### config.mk
export PLATFORM = sky130hd
export DESIGN_NAME = mux8_rr_arbiter
export DESIGN_NICKNAME = d
export VERILOG_FILES = /design/src/rtl/mux8_rr_arbiter.sv
export SDC_FILE = /design/constraint.sdc
export NUM_CORES = 1
export LEC_CHECK = 0
export BUFFER_PORTS_ARGS = -buffer_cell sky130_fd_sc_hd__buf_2
export CAP_MARGIN = 5
export CORE_ASPECT_RATIO = 0.75
export CORE_UTILIZATION = 54
export CTS_CLUSTER_SIZE = 30
export DETAILED_ROUTE_END_ITERATION = 16
export GPL_TIMING_DRIVEN = 0
export PLACE_DENSITY = 0.87
export SLEW_MARGIN = 20
export SYNTH_ARGS = -nofsm -noshare
export SYNTH_HDL_FRONTEND = slang
export SYNTH_SLANG_ARGS = --single-unit
### constraint.sdc
create_clock -name clk -period 7.59 [get_ports clk]
set_input_delay 0 -clock clk [delete_from_list [all_inputs] [get_ports clk]]
set_output_delay 0 -clock clk [all_outputs]
set_load 0.005 [all_outputs]
### src/rtl/mux8_rr_arbiter.sv
// Round-robin burst arbiter driving a shared 8-way select datapath onto one stream.
// Define MUX8_ARB_FIXED_PRIO_EN to add pri_mode (lowest-index priority in IDLE).
module mux8_rr_arbiter #(
  parameter int WIDTH     = 8,
  parameter int MAX_BURST = 4
) (
  input  logic               clk,
  input  logic               reset,
  input  logic [7:0]         req,
  input  logic [8*WIDTH-1:0] in_data,
  input  logic               out_ready,
`ifdef MUX8_ARB_FIXED_PRIO_EN
  input  logic               pri_mode,
`endif
  output logic [7:0]         ack,
  output logic [2:0]         addr,
  output logic               nCS,
  output logic [WIDTH-1:0]   out_data,
  output logic               out_valid
);

  typedef enum logic {IDLE, BUSY} state_t;

  state_t           state_q, state_d;
  logic [2:0]       addr_q, addr_d;
  logic [2:0]       last_q, last_d;
  logic [7:0]       cnt_q, cnt_d;
  logic             ncs_q, ncs_d;
  logic [WIDTH-1:0] data_q, data_d;
  logic             valid_q, valid_d;

  logic [2:0]       rr_idx;
  logic [2:0]       cand;
  logic             rr_hit;
  logic [2:0]       pick_idx;
  logic             beat;
  logic             burst_done;
  logic [7:0]       cnt_inc;
  logic [WIDTH-1:0] lane;

  // Scan upward from last+1; k=8 wraps back onto last itself.
  always_comb begin
    rr_idx = '0;
    rr_hit = 1'b0;
    cand   = '0;
    for (int k = 1; k <= 8; k++) begin
      cand = last_q + 3'(k);
      if (!rr_hit && req[cand]) begin
        rr_idx = cand;
        rr_hit = 1'b1;
      end
    end
  end

`ifdef MUX8_ARB_FIXED_PRIO_EN
  logic [2:0] fp_idx;

  always_comb begin
    fp_idx = '0;
    for (int i = 7; i >= 0; i--) begin
      if (req[i]) fp_idx = 3'(i);
    end
  end

  assign pick_idx = pri_mode ? fp_idx : rr_idx;
`else
  assign pick_idx = rr_idx;
`endif

  assign lane       = in_data[addr_q*WIDTH +: WIDTH];
  assign beat       = (state_q == BUSY) && req[addr_q] && out_ready;
  assign cnt_inc    = cnt_q + 8'd1;
  assign burst_done = (cnt_inc == 8'(MAX_BURST));
  assign ack        = beat ? (8'd1 << addr_q) : 8'd0;

  always_comb begin
    state_d = state_q;
    addr_d  = addr_q;
    last_d  = last_q;
    cnt_d   = cnt_q;
    ncs_d   = ncs_q;
    data_d  = data_q;
    valid_d = 1'b0;
    unique case (state_q)
      IDLE: begin
        if (|req) begin
          state_d = BUSY;
          addr_d  = pick_idx;
          ncs_d   = 1'b0;
          cnt_d   = '0;
        end
      end
      BUSY: begin
        if (beat) begin
          data_d  = lane;
          valid_d = 1'b1;
          cnt_d   = cnt_inc;
        end
        if (!req[addr_q] || (beat && burst_done)) begin
          state_d = IDLE;
          ncs_d   = 1'b1;
          last_d  = addr_q;
        end
      end
      default: state_d = IDLE;
    endcase
  end

  always_ff @(posedge clk) begin
    if (reset) begin
      state_q <= IDLE;
      addr_q  <= '0;
      last_q  <= 3'd7;
      cnt_q   <= '0;
      ncs_q   <= 1'b1;
      data_q  <= '0;
      valid_q <= 1'b0;
    end else begin
      state_q <= state_d;
      addr_q  <= addr_d;
      last_q  <= last_d;
      cnt_q   <= cnt_d;
      ncs_q   <= ncs_d;
      data_q  <= data_d;
      valid_q <= valid_d;
    end
  end

  assign addr      = addr_q;
  assign nCS       = ncs_q;
  assign out_data  = data_q;
  assign out_valid = valid_q;

endmodule

==> key figures, run 1 <==
Setup path
  – Endpoint class of the critical path: register
  – Worst setup SP type: register
  – CP Cell Sequence: buf_2, inv_1, ha_1, buf_2, buf_4, mux2i_1, mux2i_1, a221oi_1, a21oi_1, a2111oi_0, o221ai_1, a211oi_1
  – CP Data Arrival Time: 3.57 ns
  – Crit path largest cell delay: 0.46 ns
  – Buf/Inv on CP: 4
  – Cell family with most CP delay: compound AO/OA/AOI/OAI gates
  – Crit path required time: 7.77 ns
  – CP max-delay cell: dfxtp_1
  – CP max FO: 10
  – CP Class: register to register

CTS
  – TritonCTS clock tree: yes
  – CTS sink cnt: 25
  – Post-cts hold buffer count: 0
  – Clock latency on the worst-skew pair: 0.27 ns
  – Root Buffer: clkbuf_8
  – Resized cells post-CTS: 0
  – Clock tree buffer depth: 2
  – H-tree depth: 1
  – Setup bufs post-CTS: 0
  – Inserted Clock Buffers: 3
  – CTS clk-pin slew, worst paths: 0.09 ns

Route
  – Total routed wirelength: 7360 um
  – DR WL/cell: 17.2 um
  – Via Count: 2713
  – Residual DRC: 0
  – DRT Pass-1 Iters: 5
  – DR iter-0 viols: 285
  – Antenna Nets Post-Route: 0
  – Vias/cell: 6.35

Floorplanning
  – Io pins: 96
  – Core Box Area: 0.00447 sq mm
  – Die Area: 0.00494 sq mm
  – Initial Util: 0.564
  – # rows: 21
  – Die W: 80.8 um
  – Chip height: 61.1 um

Finish
  – Seq. cell area: 500 sq um
  – Most frequent cells in the layout: buf_2, nor2_1, dfxtp_1
  – Area occupied by multi-input gates: 0.00189 sq mm
  – Layout Area Growth over Synthesis: 23.6%
  – Layout cells sized above 1: 0.397
  – Layout fillers: 356
  – Layout Cells excl Fill: 427
  – NumNets Final: 449
  – Antenna cells: 0
  – Commonest non-fill, non-tap cell in the layout: buf_2
  – Design area: 0.00311 sq mm
  – Fin util: 0.696

Synth
  – Synth warn: 0
  – Yosys cell types: 54
  – Register area share after synthesis: 0.199
  – Syn Nets: 349
  – Post-synth top area share: 0.215
  – #FFs+latches synth: 25
  – Post-synth EDFFs: 0
  – Async S/R FF share, synth: 0
  – Mapped Cells: 271
  – Synth Area per Inst: 9.29 sq um
  – Synth area leader: mux4_2
  – Main area contributors after synthesis: mux4_2, dfxtp_1, mux2i_1
  – Synth Cell Area: 0.00252 sq mm
  – Prevailing post-synth register cell: dfxtp_1

Power
  – Max VDD drop: 0.000201 V
  – Internal power: 0.529 mW
  – PD cells: 323 mW/mm^2
  – Sw Share: 0.474
  – Combinational share of power: 0.746
  – Net load switching power: 0.476 mW
  – Flop pwr share: 0.175
  – Design Power: 1.01 mW
  – Power share of the clock group: 0.079
  – LEAKAGE: 1.33 nW

Flow run
  – Max-cap violations: 0

Place
  – Input/output buffers: 95
  – Placed Cells: 423
  – DP Worst Slack: 4.32 ns
  – DP Wirelength: 5790 um
  – Placed cell areas: 0.00306 sq mm
  – Global placement routability congestion: 0.953

GRT
  – Total global-route track usage: 0.302
  – Pin count of the biggest net entering global routing: 15
  – First-pass GRT wire length: 11400 um
  – Gr ovfl total: 0
  – Vias in the first global route: 2437
  – Initial antenna violation count: 0

STA
  – RSZ-0062 raised after global routing: no
  – Worst Tran Pin Value: 0.609 ns
  – Hold WS: 0.0338 ns
  – Slew margin rel.: 0.593
  – Pins Over Slew Limit: 0
  – Final Skew: 0.00362 ns
  – Tmin final: 3.39 ns
  – Final setup viols: 0
  – Final WS setup: 4.20 ns
  – Fin Setup TNS: 0 ns
  – Tcrit/Tclk final: 0.446
  – Hold Fails Final Rpt: 0
  – FMAX: 0.295 GHz

Hold path
  – Worst min-delay path class: input port to register

Run status
  – Run status: finished, final reports clean
-- path summary, 6_finish.rpt --
check                               from              endpoint  slack [ns]  cells after the start
setup / recovery  last_q[1]$_SDFFE_PP1P_  addr[2]$_SDFFE_PP0P_        4.20                     12
hold / removal                     reset  addr[0]$_SDFFE_PP0P_        0.03                      2
setup reg to reg  last_q[1]$_SDFFE_PP1P_  addr[2]$_SDFFE_PP0P_        4.20                     12
hold reg to reg         nCS$_SDFFE_PP1P_      nCS$_SDFFE_PP1P_        0.45                      2
-- synth_stat cells, types with 6 or more instances --
| cell | instances |
|---|---|
| a211oi_1 | 9 |
| a21oi_1 | 20 |
| buf_2 | 6 |
| clkbuf_1 | 9 |
| dfxtp_1 | 25 |
| inv_1 | 8 |
| mux2_2 | 6 |
| mux2i_1 | 20 |
| mux4_2 | 24 |
| nand2_1 | 15 |
| nand3_1 | 8 |
| nor2_1 | 33 |
| nor3_1 | 6 |
| nor4_1 | 7 |
| o21ai_0 | 8 |
-- registers in the layout, summed over array words and instances (netlist names) --
signal	cells
state_q	1
last_q	3
out_data	8
out_valid	1
addr	3
nCS	1
cnt_q	8
-- layer usage --
metal | track usage | wire, um
met5 | 0 | 0
met4 | 0.0663 | 46
met3 | 0.0489 | 622
met2 | 0.521 | 3600
met1 | 0.407 | 3090
-- power by group through the flow --
stage	Clock [mW]	Combinational, mW	Sequential, mW
6_report	0.0797	0.749	0.176
5_1_grt	0.0847	0.812	0.178
4_1_cts	0.0794	0.738	0.175
3_5_place_dp	0	0.734	0.178
3_3_place_gp	0	0.712	0.177
2_1_floorplan	0	0.563	0.178
-- logic make-up after synthesis --
kind of cell	count (synthesis)	share of synthesized area
AND/OR/NAND/NOR	93	0.189
AO/OA/AOI/OAI	61	0.164
multiplexers	55	0.356
buffers and inverters	29	0.0522
flip-flops	25	0.199
XOR/XNOR	5	0.0249
adder cells (fa/ha/maj)	3	0.0149
-- worst reg2reg max path, delay by kind of cell, from the launching register on --
kind,cells,cell delay [ns]
AO/OA/AOI/OAI,5,1.20
multiplexers,2,0.52
adder cells (fa/ha/maj),1,0.28
buffers and inverters,4,0.85
flip-flops,1,0.46
-- area by class of cell --
| type | instances | area share |
|---|---|---|
| Buffer | 21 | 0.0326 |
| Sequential cell | 25 | 0.161 |
| Clock inverter | 1 | 0.00161 |
| Timing Repair Buffer | 95 | 0.153 |
| Tap cell | 57 | 0.0229 |
| Multi-Input combinational cell | 217 | 0.606 |
| Inverter | 8 | 0.00965 |
| Clock buffer | 3 | 0.0133 |
No activity file was read; power rests on OpenSTA's default activity.
==> run 2: changes to the inputs <==
Settings changed: CORE_UTILIZATION 54 to 45, PLACE_DENSITY 0.87 to 0.77.
Clock period 7.59 ns to 2.8 ns, I/O delays scaled along.
==> run 2 against run 1 <==
  * Sequential share of layout area down 1.2 points
  * Maximum frequency up 23%
  * Largest cell class unchanged
  * Critical path depth down 2
  * Power rose to 3.1 times the previous value
  * Sequential power rose to 2.9 times the previous value
  * Final cell count up 6.8%
  * Clock power rose to 2.7 times the previous value
  * Critical path type unchanged
  * Flip-flop and latch count unchanged
  * Die area up 19%
  * Core utilization down 5.9 points
  * Global-route usage down 5.2 points
==> key figures, run 2 (synthesized netlist as in run 1, its figures left out) <==
Floorplanning
  – # rows: 23 (+9.5%)
  – Initial Util: 0.470 (-0.0933)
  – Core Box Area: 0.00535 sq mm (+20%)
  – Io pins: 96 (unchanged)
  – Chip height: 66.8 um (+9.2%)
  – Die Area: 0.00590 sq mm (+19%)
  – Die W: 88.4 um (+9.3%)

Route
  – DRT Pass-1 Iters: 5 (unchanged)
  – Vias/cell: 6.03 (-5.1%)
  – Total routed wirelength: 7710 um (+4.8%)
  – Residual DRC: 0 (unchanged)
  – DR iter-0 viols: 233 (-18%)
  – Via Count: 2750 (+1.4%)
  – DR WL/cell: 16.9 um (-1.9%)
  – Antenna Nets Post-Route: 0 (unchanged)

Finish
  – Antenna cells: 0 (unchanged)
  – Most frequent cells in the layout: buf_2, nor2_1, mux4_2
  – Design area: 0.00341 sq mm (+9.6%)
  – Commonest non-fill, non-tap cell in the layout: buf_2
  – NumNets Final: 460 (+2.4%)
  – Layout Area Growth over Synthesis: 35.4%
  – Layout cells sized above 1: 0.459 (+0.0620)

Power
  – Design Power: 3.14 mW (+210%)
  – LEAKAGE: 1.41 nW (+6.0%)
  – Max VDD drop: 0.000485 V (+140%)
  – PD cells: 920 mW/mm^2 (+180%)

Setup path
  – Critical Path Source: last_q[1]$_SDFFE_PP1P_
  – Reg2reg end: addr[1]$_SDFFE_PP0P_
  – Endpoint class of the critical path: register
  – CP Data Arrival Time: 2.94 ns (-0.63 ns)
  – RR Startpoint: last_q[1]$_SDFFE_PP1P_
  – CP Class: register to register
  – Worst r2r path cells: 10 (-2)
  – CP max FO: 7 (-3)
  – Reg2reg setup slack: 0.04 ns (-4.16 ns)
  – CP Capture Point: addr[1]$_SDFFE_PP0P_
  – Crit path required time: 2.98 ns (-4.79 ns)
  – Worst setup SP type: register

STA
  – Tcrit/Tclk final: 0.984 (+0.538)
  – Hold WS: 0.0473 ns (+0.0135 ns)
  – Final WS setup: 0.0438 ns (-4.16 ns)
  – Worst Tran Pin Value: 0.646 ns (+0.0371 ns)
  – Pins Over Slew Limit: 0 (unchanged)
  – RSZ-0062 raised after global routing: yes
  – FMAX: 0.363 GHz (+23%)
  – Final Skew: 0.00262 ns (-0.00100 ns)
  – Slew margin rel.: 0.569 (-0.0234)
  – Tmin final: 2.76 ns (-0.630 ns)
  – Final setup viols: 0 (unchanged)
  – Hold Fails Final Rpt: 0 (unchanged)

CTS
  – TritonCTS clock tree: yes
  – H-tree depth: 1 (unchanged)
  – Clock latency on the worst-skew pair: 0.27 ns (about the same)
  – Clock tree buffer depth: 2 (unchanged)
  – Inserted Clock Buffers: 3 (unchanged)
  – CTS clk-pin slew, worst paths: 0.09 ns (about the same)
  – CTS sink cnt: 25 (unchanged)
  – Post-cts hold buffer count: 0 (unchanged)
  – Root Buffer: clkbuf_8

Place
  – DP Wirelength: 5630 um (-2.7%)
  – DP Worst Slack: -0.472 ns (-4.79 ns)
  – Input/output buffers: 95 (unchanged)
  – Placed cell areas: 0.00309 sq mm (+0.73%)
  – Global placement routability congestion: 0.876 (-8.0%)

GRT
  – Vias in the first global route: 2375 (-2.5%)
  – First-pass GRT wire length: 11400 um (+0.30%)
  – Total global-route track usage: 0.250 (-0.0521)
  – Gr ovfl total: 0 (unchanged)
  – Pin count of the biggest net entering global routing: 14 (-1)
  – Initial antenna violation count: 0 (unchanged)

Run status
  – Run status: finished, final reports clean

Flow run
  – Max-cap violations: 0 (unchanged)

Hold path
  – Worst min-delay path class: input port to register
run 2: repair_timing:
item / in CTS / in global routing
pin swaps: 2 / 10
endpoints found under the setup margin: 3 / 6
resized for setup: 22 / 21
setup buffers: 3 / 10
run 2: critical path, stage by stage (launching register included):
cell and delay [ns]:
dfxtp_4 0.36, buf_8 0.13, inv_1 0.14, ha_4 0.23, buf_12 0.14, mux2_4 0.33, mux2_2 0.31, or4_1 0.53
a31oi_1 0.20, o2bb2ai_2 0.10, a221oi_2 0.21
run 2: worst min-delay path by stage:
stage / cells past startpoint / start / slack [ns] / to
2_1_floorplan: 2 / reset / 0.10 / nCS$_SDFFE_PP1P_
3_3_place_gp: 3 / reset / 0.32 / nCS$_SDFFE_PP1P_
3_5_place_dp: 2 / reset / 0.33 / addr[0]$_SDFFE_PP0P_
4_1_cts: 2 / reset / 0.04 / addr[0]$_SDFFE_PP0P_
5_1_grt: 2 / reset / 0.07 / addr[0]$_SDFFE_PP0P_
6_report: 2 / reset / 0.05 / addr[0]$_SDFFE_PP0P_
run 2: metrics by stage:
step / TNS, ns / instances / util
3_5_place_dp: -1.27 / 441 / 0.577
2_1_floorplan: 0 / 271 / -
4_1_cts: 0 / 448 / 0.603
3_3_place_gp: -1.12 / 441 / 0.577
6_report: 0 / 456 / 0.637
5_1_grt: -0.116 / 456 / 0.637
run 2: per-layer routing:
metal | vias to the layer above | track usage | wire length [um]
met5 | - | 0 | 0
met4 | 0 | 0.0282 | 61
met3 | 10 | 0.0458 | 627
met2 | 156 | 0.396 | 3660
met1 | 1301 | 0.366 | 3350
li1 | 1283 | - | -
run 2: layout make-up:
| cell class | instances | area [sq um] |
|---|---|---|
| Multi-Input combinational cell | 217 | 2010 |
| Fill cell | 453 | 1940 |
| Timing Repair Buffer | 108 | 573 |
| Sequential cell | 25 | 508 |
| Buffer | 19 | 143 |
| Tap cell | 75 | 93.8 |
| Clock buffer | 4 | 45.0 |
| Inverter | 8 | 33.8 |
run 2: report_power, final:
group | internal [mW] | total, mW | switching [mW]
registers | 0.432 | 0.509 | 0.0771
logic | 1.18 | 2.41 | 1.23
clock network | 0.102 | 0.216 | 0.114
total | 1.71 | 3.14 | 1.42
==> run 3: changes to the inputs <==
Settings changed: CORE_ASPECT_RATIO 0.75 to not set.
==> run 3 against run 2 <==
  * Sequential power hardly changed
  * Count of clock-buffer cells in the layout is 1 lower
  * First-iteration DRC count down 12%
  * Die area is essentially flat
  * Combinational power is essentially flat
  * Routed wire length increased by 3.0%
  * Global-route usage rose by 0.89 points
  * Clock power increased by 4%
  * Maximum frequency decreased by 0.91%
  * Final cell count fell by 1.3%
==> key figures, run 3 (synthesized netlist as in run 1, its figures left out) <==
Floorplanning
  – # rows: 26 (+13%)
  – Die Area: 0.00590 sq mm (about the same)
  – Die W: 76.8 um (-13%)
  – Io pins: 96 (unchanged)
  – Initial Util: 0.481 (+0.0103)
  – Core Box Area: 0.00524 sq mm (-2.2%)
  – Chip height: 76.8 um (+15%)

Finish
  – Layout Area Growth over Synthesis: 34.6%
  – Layout fillers: 414 (-8.6%)
  – Fin util: 0.647 (+0.0102)
  – Commonest non-fill, non-tap cell in the layout: buf_2
  – NumNets Final: 459 (-0.22%)
  – Antenna cells: 0 (unchanged)
  – Most frequent cells in the layout: buf_2, nor2_1, mux4_2
  – Layout cells sized above 1: 0.461 (+0.00121)

Setup path
  – CP Data Arrival Time: 2.98 ns (+0.04 ns)
  – CP Capture Point: addr[1]$_SDFFE_PP0P_
  – Critical Path Source: last_q[1]$_SDFFE_PP1P_
  – CP max-delay cell: or4_1
  – Crit path largest cell delay: 0.50 ns (-0.03 ns)
  – CP Class: register to register
  – CP Cell Sequence: buf_8, inv_1, ha_4, buf_6, buf_4, mux2_4, mux2_4, or4_1, a31oi_1, o2bb2ai_1, a221oi_2
  – Cell family with most CP delay: multiplexers
  – CP max FO: 7 (unchanged)
  – Buf/Inv on CP: 4 (+1)
  – Reg2reg end: addr[1]$_SDFFE_PP0P_
  – Worst setup SP type: register
  – WP depth: 11 (+1)
  – Worst r2r path cells: 11 (+1)
  – RR Startpoint: last_q[1]$_SDFFE_PP1P_
  – Reg2reg setup slack: 0.02 ns (-0.03 ns)
  – Endpoint class of the critical path: register
  – Crit path required time: 3.00 ns (+0.02 ns)
  – CP dominant cell by count: mux2_4

STA
  – Worst Tran Pin Value: 0.600 ns (-0.0460 ns)
  – Slew margin rel.: 0.600 (+0.0307)
  – Final setup viols: 0 (unchanged)
  – Hold WS: 0.0320 ns (-0.0153 ns)
  – Final Skew: 0.00287 ns (+0.000254 ns)
  – Tmin final: 2.78 ns (+0.0253 ns)
  – Tcrit/Tclk final: 0.993 (+0.00902)
  – Pins Over Slew Limit: 0 (unchanged)
  – FMAX: 0.360 GHz (-0.91%)
  – Hold Fails Final Rpt: 0 (unchanged)
  – Final WS setup: 0.0185 ns (-0.0253 ns)

Hold path
  – Worst min-delay path class: input port to register
  – Hold Crit Start: reset

Power
  – Design Power: 3.15 mW (+0.50%)
  – PD cells: 930 mW/mm^2 (+1.1%)
  – Max VDD drop: 0.000525 V (+8.1%)
  – Combinational share of power: 0.767 (-0.002)
  – Flop pwr share: 0.161 (about the same)
  – Sw Share: 0.462 (+0.00732)
  – Net load switching power: 1.45 mW (+2.1%)
  – Power share of the clock group: 0.072 (+0.003)
  – LEAKAGE: 1.41 nW (about the same)
  – Internal power: 1.70 mW (-0.85%)

Place
  – DP Worst Slack: -0.499 ns (-0.0271 ns)
  – DP Wirelength: 5710 um (+1.3%)
  – Input/output buffers: 95 (unchanged)
  – Global placement routability congestion: 0.887 (+1.2%)

CTS
  – H-tree depth: 1 (unchanged)
  – Clock latency on the worst-skew pair: 0.27 ns (about the same)
  – Post-cts hold buffer count: 0 (unchanged)
  – TritonCTS clock tree: yes
  – CTS clk-pin slew, worst paths: 0.09 ns (about the same)
  – CTS sink cnt: 25 (unchanged)
  – Clock tree buffer depth: 2 (unchanged)
  – Inserted Clock Buffers: 3 (unchanged)
  – Root Buffer: clkbuf_8

Route
  – DRT Pass-1 Iters: 4 (-1)
  – DR WL/cell: 17.6 um (+4.3%)
  – Via Count: 2764 (+0.51%)
  – Residual DRC: 0 (unchanged)
  – Total routed wirelength: 7930 um (+3.0%)
  – DR iter-0 viols: 204 (-12%)
  – Antenna Nets Post-Route: 0 (unchanged)
  – Vias/cell: 6.14 (+1.8%)

GRT
  – Pin count of the biggest net entering global routing: 16 (+2)
  – Gr ovfl total: 0 (unchanged)
  – Vias in the first global route: 2559 (+7.7%)
  – Initial antenna violation count: 0 (unchanged)
  – First-pass GRT wire length: 12300 um (+7.6%)
  – Total global-route track usage: 0.259 (+0.00891)

Flow run
  – Max-cap violations: 0 (unchanged)

Run status
  – Run status: finished, final reports clean
run 3: cell type report:
type,count,area [sq um],area share
multi-input combinational,217,2020,0.597
timing repair buffer,109,581,0.171
sequential,25,508,0.150
buffer,17,113,0.0332
tap,70,87.6,0.0258
clock buffer,3,41.3,0.0122
inverter,8,30.0,0.00886
clock inverter,1,7.51,0.00221
run 3: power by group through the flow:
stage          Clock [mW]  Sequential (mW)  Combinational (mW)
2_1_floorplan           0            0.482                1.53
3_3_place_gp            0            0.485                1.92
3_5_place_dp            0            0.488                1.97
4_1_cts             0.230            0.473                2.12
5_1_grt             0.248            0.515                2.59
6_report            0.225            0.508                2.42
run 3: worst min path at each step:
stage	slack [ns]	cells after the start	endpoint
after floorplan	0.10	2	nCS$_SDFFE_PP1P_
after global placement	0.31	2	addr[0]$_SDFFE_PP0P_
after detailed placement	0.31	2	addr[0]$_SDFFE_PP0P_
after CTS	0.009	2	addr[0]$_SDFFE_PP0P_
after global routing	0.03	2	addr[0]$_SDFFE_PP0P_
final	0.03	2	addr[0]$_SDFFE_PP0P_
run 3: worst register-to-register path, stage by stage, from the launching register on:
cell       delay (ns)
dfxtp_4          0.37
buf_8            0.11
inv_1            0.08
ha_4             0.27
buf_6            0.15
buf_4            0.13
mux2_4           0.32
mux2_4           0.28
or4_1            0.50
a31oi_1          0.17
o2bb2ai_1        0.12
a221oi_2         0.21
run 3: timing repair:
item	4_1_cts	5_1_grt
resized for setup	15	24
setup buffers	5	9
setup endpoints to repair	3	7
pin swaps	2	7
gates cloned	0	0
run 3: layer usage:
layer | share of wire | global-route usage | vias to the layer above
met5 | 0 | 0 | -
met4 | 0.018 | 0.0731 | 0
met3 | 0.058 | 0.0298 | 17
met2 | 0.51 | 0.451 | 130
met1 | 0.42 | 0.337 | 1342
li1 | - | - | 1275
run 3: per-stage QoR:
stage               instances  TNS (ns)  area [sq um]
floorplan                 271         0          2520
global placement          436    -0.916          3080
detailed placement        436     -1.18          3080
CTS                       444         0          3210
global route              450   -0.0674          3390
finish                    450         0          3390
